### config.mk
export PLATFORM = sky130hd
export DESIGN_NAME = vga_scan_flat
export DESIGN_NICKNAME = d
export VERILOG_FILES = /design/src/rtl/vga_scan_if.sv /design/src/rtl/vga_scan.sv /design/src/flat_wrapper.sv
export SDC_FILE = /design/constraint.sdc
export NUM_CORES = 1
export LEC_CHECK = 0
export ABC_AREA = 1
export CAP_MARGIN = 20
export CORE_MARGIN = 8
export CORE_UTILIZATION = 54
export CTS_CLUSTER_DIAMETER = 150
export DETAILED_ROUTE_END_ITERATION = 6
export PLACE_DENSITY = 0.95
export RECOVER_POWER = 50
export SYNTH_ARGS = -nofsm -noshare
export SYNTH_HDL_FRONTEND = slang
export SYNTH_SLANG_ARGS = --single-unit
export TNS_END_PERCENT = 50
### constraint.sdc
create_clock -name CLOCK -period 3 [get_ports CLOCK]
set_clock_uncertainty 0.05 [all_clocks]
set_input_delay 0.45 -clock CLOCK [delete_from_list [all_inputs] [get_ports CLOCK]]
set_output_delay 0.45 -clock CLOCK [all_outputs]
set_load 0.005 [all_outputs]
### src/rtl/vga_scan_if.sv
// Bundle of the client-facing scan signals: coordinates and timing strobes
// out to the pixel source, colour back in, and the DAC/sync pins.
interface vga_scan_if;
    logic [11:0] PIXEL;
    logic [10:0] X;
    logic [10:0] Y;
    logic        ACTIVE;
    logic        FRAME;
    logic [3:0]  VGA_R;
    logic [3:0]  VGA_G;
    logic [3:0]  VGA_B;
    logic        VGA_HS;
    logic        VGA_VS;

    // The scan generator drives coordinates and DAC pins, reads colour.
    modport master (
        input  PIXEL,
        output X, Y, ACTIVE, FRAME,
        output VGA_R, VGA_G, VGA_B, VGA_HS, VGA_VS
    );

    // The pixel source / monitor side.
    modport slave (
        output PIXEL,
        input  X, Y, ACTIVE, FRAME,
        input  VGA_R, VGA_G, VGA_B, VGA_HS, VGA_VS
    );
endinterface

### src/rtl/vga_scan.sv
// VGA scan generator: free-running x/y raster counters, combinational
// coordinates for the pixel source, and a PIPE-deep control delay line that
// re-aligns blanking and syncs with the colour returned by the client.
module vga_scan #(
    parameter int H_VISIBLE = 800,
    parameter int H_FRONT   = 56,
    parameter int H_SYNC    = 120,
    parameter int H_BACK    = 64,
    parameter int V_VISIBLE = 600,
    parameter int V_FRONT   = 37,
    parameter int V_SYNC    = 6,
    parameter int V_BACK    = 23,
    parameter bit HS_POL    = 1'b1,
    parameter bit VS_POL    = 1'b1,
    parameter int PIPE      = 2
) (
    input  logic      CLOCK,
    input  logic      RESET,
    vga_scan_if.master vga
);

    // Line/frame order is back porch, visible, front porch, sync.
    localparam int HW = H_BACK + H_VISIBLE + H_FRONT + H_SYNC;
    localparam int VW = V_BACK + V_VISIBLE + V_FRONT + V_SYNC;

    localparam logic [10:0] HW_M1    = 11'(HW - 1);
    localparam logic [10:0] VW_M1    = 11'(VW - 1);
    localparam logic [10:0] HA_START = 11'(H_BACK);
    localparam logic [10:0] HA_END   = 11'(H_BACK + H_VISIBLE);
    localparam logic [10:0] HS_START = 11'(H_BACK + H_VISIBLE + H_FRONT);
    localparam logic [10:0] VA_START = 11'(V_BACK);
    localparam logic [10:0] VA_END   = 11'(V_BACK + V_VISIBLE);
    localparam logic [10:0] VS_START = 11'(V_BACK + V_VISIBLE + V_FRONT);

    if (HW > 2047 || VW > 2047) begin : g_bad_sum
        $error("vga_scan: horizontal or vertical total exceeds 2047");
    end
    if (PIPE < 0 || PIPE > 4) begin : g_bad_pipe
        $error("vga_scan: PIPE must be within 0..4");
    end

    logic [10:0] x_q, x_d;
    logic [10:0] y_q, y_d;
    logic        active_c;
    logic        hs_raw_c;
    logic        vs_raw_c;
    logic [2:0]  ctl_now;   // {active, hsync, vsync} at the counter position
    logic [2:0]  ctl_dly;   // same, PIPE clocks later
    logic [11:0] rgb_q, rgb_d;
    logic        hs_q, hs_d;
    logic        vs_q, vs_d;

    // Raster advance: x wraps every line, y steps only on the x wrap.
    always_comb begin
        x_d = x_q + 11'd1;
        y_d = y_q;
        if (x_q == HW_M1) begin
            x_d = 11'd0;
            y_d = (y_q == VW_M1) ? 11'd0 : y_q + 11'd1;
        end
    end

    // Counter registers; reset aborts the scan and restarts at the frame origin.
    always_ff @(posedge CLOCK) begin
        if (RESET) begin
            x_q <= 11'd0;
            y_q <= 11'd0;
        end else begin
            x_q <= x_d;
            y_q <= y_d;
        end
    end

    assign active_c = (x_q >= HA_START) && (x_q < HA_END) &&
                      (y_q >= VA_START) && (y_q < VA_END);
    assign hs_raw_c = (x_q >= HS_START);
    assign vs_raw_c = (y_q >= VS_START);
    assign ctl_now  = {active_c, hs_raw_c, vs_raw_c};

    // Coordinates and frame strobe go to the client undelayed.
    assign vga.X      = x_q - HA_START;
    assign vga.Y      = y_q - VA_START;
    assign vga.ACTIVE = active_c;
    assign vga.FRAME  = (x_q == 11'd0) && (y_q == 11'd0);

    // ---- stage boundary: control delay line matching the client latency ----
    if (PIPE == 0) begin : g_nopipe
        assign ctl_dly = ctl_now;
    end else begin : g_pipe
        logic [2:0] pipe_q [PIPE];

        // Shift blanking/sync state; reset fills every stage with "inactive".
        always_ff @(posedge CLOCK) begin
            if (RESET) begin
                for (int i = 0; i < PIPE; i++) pipe_q[i] <= 3'b000;
            end else begin
                pipe_q[0] <= ctl_now;
                for (int i = 1; i < PIPE; i++) pipe_q[i] <= pipe_q[i-1];
            end
        end

        assign ctl_dly = pipe_q[PIPE-1];
    end

    // Blank colour outside the delayed visible window; apply sync polarity.
    always_comb begin
        rgb_d = ctl_dly[2] ? vga.PIXEL : 12'h000;
        hs_d  = ~(ctl_dly[1] ^ HS_POL);
        vs_d  = ~(ctl_dly[0] ^ VS_POL);
    end

    // ---- stage boundary: DAC output register ----
    always_ff @(posedge CLOCK) begin
        if (RESET) begin
            rgb_q <= 12'h000;
            hs_q  <= ~HS_POL;
            vs_q  <= ~VS_POL;
        end else begin
            rgb_q <= rgb_d;
            hs_q  <= hs_d;
            vs_q  <= vs_d;
        end
    end

    assign vga.VGA_R  = rgb_q[11:8];
    assign vga.VGA_G  = rgb_q[7:4];
    assign vga.VGA_B  = rgb_q[3:0];
    assign vga.VGA_HS = hs_q;
    assign vga.VGA_VS = vs_q;

endmodule
### src/flat_wrapper.sv
// flat-port wrapper written by rule: the top's interface ports become plain ports
module vga_scan_flat 
#(
    parameter int H_VISIBLE = 800,
    parameter int H_FRONT   = 56,
    parameter int H_SYNC    = 120,
    parameter int H_BACK    = 64,
    parameter int V_VISIBLE = 600,
    parameter int V_FRONT   = 37,
    parameter int V_SYNC    = 6,
    parameter int V_BACK    = 23,
    parameter bit HS_POL    = 1'b1,
    parameter bit VS_POL    = 1'b1,
    parameter int PIPE      = 2
)
  (CLOCK, RESET, vga_PIXEL, vga_X, vga_Y, vga_ACTIVE, vga_FRAME, vga_VGA_R, vga_VGA_G, vga_VGA_B, vga_VGA_HS, vga_VGA_VS);
  vga_scan_if vga_i ();
  input  logic CLOCK;
  input  logic RESET;
  input wire logic [$bits(vga_i.PIXEL)-1:0] vga_PIXEL;
  output wire logic [$bits(vga_i.X)-1:0] vga_X;
  output wire logic [$bits(vga_i.Y)-1:0] vga_Y;
  output wire logic [$bits(vga_i.ACTIVE)-1:0] vga_ACTIVE;
  output wire logic [$bits(vga_i.FRAME)-1:0] vga_FRAME;
  output wire logic [$bits(vga_i.VGA_R)-1:0] vga_VGA_R;
  output wire logic [$bits(vga_i.VGA_G)-1:0] vga_VGA_G;
  output wire logic [$bits(vga_i.VGA_B)-1:0] vga_VGA_B;
  output wire logic [$bits(vga_i.VGA_HS)-1:0] vga_VGA_HS;
  output wire logic [$bits(vga_i.VGA_VS)-1:0] vga_VGA_VS;
  assign vga_i.PIXEL = vga_PIXEL;
  assign vga_X = vga_i.X;
  assign vga_Y = vga_i.Y;
  assign vga_ACTIVE = vga_i.ACTIVE;
  assign vga_FRAME = vga_i.FRAME;
  assign vga_VGA_R = vga_i.VGA_R;
  assign vga_VGA_G = vga_i.VGA_G;
  assign vga_VGA_B = vga_i.VGA_B;
  assign vga_VGA_HS = vga_i.VGA_HS;
  assign vga_VGA_VS = vga_i.VGA_VS;
  vga_scan #(.H_VISIBLE(H_VISIBLE), .H_FRONT(H_FRONT), .H_SYNC(H_SYNC), .H_BACK(H_BACK), .V_VISIBLE(V_VISIBLE), .V_FRONT(V_FRONT), .V_SYNC(V_SYNC), .V_BACK(V_BACK), .HS_POL(HS_POL), .VS_POL(VS_POL), .PIPE(PIPE)) u_core (.CLOCK(CLOCK), .RESET(RESET), .vga(vga_i));
endmodule
Word level (Yosys, flattened, before mapping)
Memory sizes are Yosys's and may differ from the RTL's.
Index checks and enable logic that the tools add are counted.
W data, S select, Z words.
- bitwise operators: 3
- muxes and demuxes: 6
- order comparisons: 6
- equal/unequal tests: 2
- add/subtract/negate cells: 4
- reduce and logical (&&, ||, !) cells: 8
- operators with widths (kind ; number):
    $add A11 B1 Y11 const B ; 2
    $ge A11 B10 Y1 const B ; 2
    $logic_not A11 Y1 ; 2
    $lt A11 B10 Y1 const B ; 2
    $eq A11 B10 Y1 const B ; 1
    $eq A11 B11 Y1 const B ; 1
    $ge A11 B5 Y1 const B ; 1
    $ge A11 B7 Y1 const B ; 1
    $mux W11 ; 1
    $sub A11 B5 Y11 const B ; 1
    $sub A11 B7 Y11 const B ; 1
    $mux W3 ; 2
    $logic_and A1 B1 Y1 ; 4
    $reduce_or A2 Y1 ; 2
    $mux W1 ; 3
    $or A1 B1 Y1 ; 2
    $not A1 Y1 ; 1
- register bits: 36
- memories kept: 1
- RAM bits: 6
- memories (memory ; depth ; bits a word ; rd ports ; clocked after memory_dff ; wr ports ; line ; source):
    u_core.g_pipe.pipe_q ; 2 ; 3 ; 2 ; 0 ; 2 ; vga_scan.sv:90 ; logic [2:0] pipe_q [PIPE];

Longest topological paths before layout
- depth in word-level cells: 5
- mapped depth: 10
- gate-level depth less buffers: 10

Worst setup path before layout
No wires, ideal clock.
- kind: reg-to-output
- start point: register u_core.y_q[0]
- end point: output port vga_Y[10]
- arrival time: 1.203 ns
- setup slack: 1.297 ns
- path buffers: 0
- cell stages (with the launch flop): 8
- path through: dfxtp_1 ha_1 nand2_1 nand2_1 nand2_1 nand2_1 nor3_1 xor2_1
- cells in the longest elaborated chain, start to end: 1
- RTL lines (element ; line ; source):
    start: declaration ; vga_scan.sv:43 ; logic [10:0] y_q, y_d;
    start signal: assignment ; vga_scan.sv:70 ; y_q <= y_d;
    $sub A11 B5 Y11 ; vga_scan.sv:82 ; assign vga.Y = y_q - VA_START;
    end: declaration ; flat_wrapper.sv:22 ; output wire logic [$bits(vga_i.Y)-1:0] vga_Y;
Every way passes these cells.

Final worst setup path
Ends and elaborated chain as after synthesis.

==> flow_summary_export.csv <==
group,metric,value,unit
setup_path,worstPathMaxFanout,5,
sta,rsz0062_at_grt,"false",
sta,hold_slack,0.344,ns
clocking,numCtsBuffers,5,
clocking,cts.sinks,42,
clocking,max-clock-path-buffers,2,
route,drt_iter0_markers,242,
setup_path,worst-path-buf-inv,1,
hold_path,min_path_cells,2,
route,via_per_inst,5.03,
setup_path,worst_path_most_repeated_cell,"nand2_1",
global_routing,antenna_found_initial,0,
setup_path,crit_family,"simple AND/OR/NAND/NOR gates",
final_layout,area_growth,25.3,%
die,dieArea,6540,um2
sta,setup_tns,0,ns
setup_path,critical-path-max-stage-delay,0.51,ns
power_and_ir_drop,seqPwrFrac,56.5,%
die,coreArea,4030,um2
final_layout,mostFrequentLayoutCells,"nand2_1, nor2_1, inv_1",
synth,synth_cells,330,
die,die_h,80.9,um
place,place_congestion,0.995,
route,ant_nets,0,
power_and_ir_drop,ir_drop,272,uV
die,start_util,56.4,%
sta,max_clock_freq,0.369,GHz
clocking,htreeDepth,2,
die,io_pins,52,
clocking,clk_pin_slew,0.09,ns
clocking,cts_root_buf,"clkbuf_8",
clocking,cts_tree,"done",
sta,finalCritPeriodShare,90.3,%
power_and_ir_drop,pwr-share-clk,38.0,%
hold_path,hp-start,"u_core.g_pipe.pipe_q[0][1]",
synth,synth-adder-area-share,4.96,%
global_routing,overflow,0,
synth,syn_nets,353,
synth,synth_xor_area_share,4.24,%
setup_path,worstPathArrival,2.21,ns
sta,final-max-slew-violation-count,0,
clocking,ctsResizeCount,0,
synth,avgSynthCellArea,6.88,um2
sta,setup_viol,0,
power_and_ir_drop,p_switching,0.241,mW
power_and_ir_drop,p_int,0.757,mW
setup_path,worstPathCellList,"ha_1 -> nand2_1 -> nand2_1 -> nand2_1 -> nand2_1 -> nor3_1 -> xor2_1 -> clkdlybuf4s50_1",
route,wirelength,5690,um
final_layout,nFillCells,324,
hold_path,hold_path_class,"register to register",
global_routing,grt_max_degree,16,
global_routing,grt_pass1_wl,9310,um
die,row_count,23,
place,port_buffers,51,
setup_path,rr_endpoint,"u_core.y_q[6]",
synth,ys_ff_latch,42,
synth,synth-compound-area-share,3.97,%
power_and_ir_drop,combPwrFrac,5.5,%
sta,maxSlewHeadroom,39.5,%
sta,hold_viol_final,0,
setup_path,critPathSlowestCell,"clkdlybuf4s50_1",
clocking,postCtsSetupBuffers,0,
hold_path,whs_endpoint,"u_core.g_pipe.pipe_q[0][4]",
die,dieWidth,80.9,um
setup_path,worstSetupPathType,"register to output pin",
status,outcome,"finished, final reports clean",
clocking,cts.hold.buffers_added,0,
final_layout,nets,402,
synth,synthMuxAreaShare,0,%
route,first_pass_iters,5,
run,maxCapViolCount,0,
setup_path,regToRegStartpoint,"u_core.x_q[0]",
global_routing,grt_usage,17.9,%
final_layout,multiInputGateArea,1120,um2
final_layout,drive_gt1_share,8.16,%
route,vias,2165,
route,drc,0,
setup_path,r2r_setup_slack,0.80,ns
synth,synth_cell_types,29,
place,hpwl,4440,um
setup_path,start_kind,"register",
power_and_ir_drop,p_leak,1.39,nW
route,wl_per_cell,13.2,um
global_routing,grt_pass1_vias,2054,
final_layout,seq_area,841,um2
synth,yosys.area_share.simple,37.1,%
setup_path,endpoint_kind,"output pin",
synth,ys_seq_area_share,37.0,%
synth,yosysWarnings,0,
sta,tightest_slew,0.904,ns
power_and_ir_drop,switching_share,24.2,%
synth,syn_area,2270,um2
sta,period_minus_slack,2.71,ns
clocking,clk_latency,0.30,ns
power_and_ir_drop,power_density,351,nW/um2
final_layout,diodes,0,
setup_path,reg2regPathDepth,10,
synth,synth_top_family_by_area,"simple AND/OR/NAND/NOR gates",
setup_path,worstPathRequired,2.50,ns
final_layout,final_common_cell,"nand2_1",
## synth_stat cells (all sizes together)
cell type,count,area share (%)
nand4,10,2.8
nand3,19,4.8
nand2,83,14
o21ai,8,1.9
dfxtp,42,37
o22ai,1,0.28
buf,8,2.8
xor2,11,4.2
a31oi,1,0.28
ha,9,5.0
nand3b,1,0.33
inv,56,9.4
nor2,67,13
clkinv,1,0.17
a21oi,6,1.5
nor3,5,1.3
clkbuf,2,0.33
## tightest hold or removal path, delay by kind of cell (launching register included)
family | cells | cell delay (ns)
flip-flops | 1 | 0.30
AND/OR/NAND/NOR | 1 | 0.03
buffers and inverters | 1 | 0.04
## logic make-up (layout without fill, tap and decap cells)
group | Yosys count | after routing
AOI/OAI and AO/OA | 16 | 16
xor gates and xnor gates | 11 | 11
adders and majority gates | 9 | 9
buffers and inverters | 67 | 117
DFF | 42 | 42
and+or+nand+nor | 185 | 185
## power groups by stage
stage	combinational [mW]	clock, mW	sequential [mW]
final	0.0547	0.380	0.564
after global routing	0.0609	0.416	0.565
after CTS	0.0570	0.380	0.565
after detailed placement	0.0565	0	0.578
after global placement	0.0555	0	0.577
after floorplan	0.0285	0	0.577
## area by class of cell
class / count / area share, %
tap: 50 / 2.20
multi-input combinational: 221 / 39.3
timing repair buffer: 52 / 18.1
clock inverter: 3 / 0.836
sequential: 42 / 29.6
clock buffer: 5 / 2.42
inverter: 57 / 7.61
## stage by stage
step | instances | area [um2] | util, % | setup slack, ns | total power, mW
after global routing | 430 | 2850 | 70.6 | 0.147 | 1.04
after global placement | 422 | 2780 | 69.0 | 0.706 | 0.633
final | 430 | 2850 | 70.6 | 0.290 | 0.999
after floorplan | 330 | 2270 | - | 1.30 | 0.605
after CTS | 430 | 2870 | 71.3 | 0.307 | 1.00
after detailed placement | 422 | 2780 | 69.0 | 0.640 | 0.634
## registers in the layout (all words and copies together), names as in the netlist
signal                cells
u_core.rgb_q             12
u_core.y_q               11
u_core.g_pipe.pipe_q      6
u_core.vga.VGA_HS         1
u_core.x_q               11
u_core.vga.VGA_VS         1
## per-layer routing
layer  vias to the layer above  part of all wire [%]  global-route usage, %
li1                       1094                     -                      -
met1                       968                    39                   20.4
met2                        93                    51                   31.8
met3                        10                   8.5                   4.86
met4                         0                  0.84                   5.36
met5                         -                     0                      0
## worst max path at each step
| stage | start | endpoint | slack, ns | cells after the start |
|---|---|---|---|---|
| after floorplan | u_core.y_q[0] | vga_Y[10] | 1.30 | 7 |
| after global placement | u_core.y_q[0] | vga_Y[10] | 0.71 | 8 |
| after detailed placement | u_core.y_q[0] | vga_Y[10] | 0.64 | 8 |
| after CTS | u_core.y_q[0] | vga_Y[10] | 0.31 | 8 |
| after global routing | u_core.y_q[0] | vga_Y[10] | 0.15 | 8 |
| final | u_core.y_q[0] | vga_Y[10] | 0.29 | 8 |
Note: power is estimated with default switching activity, not from simulation.
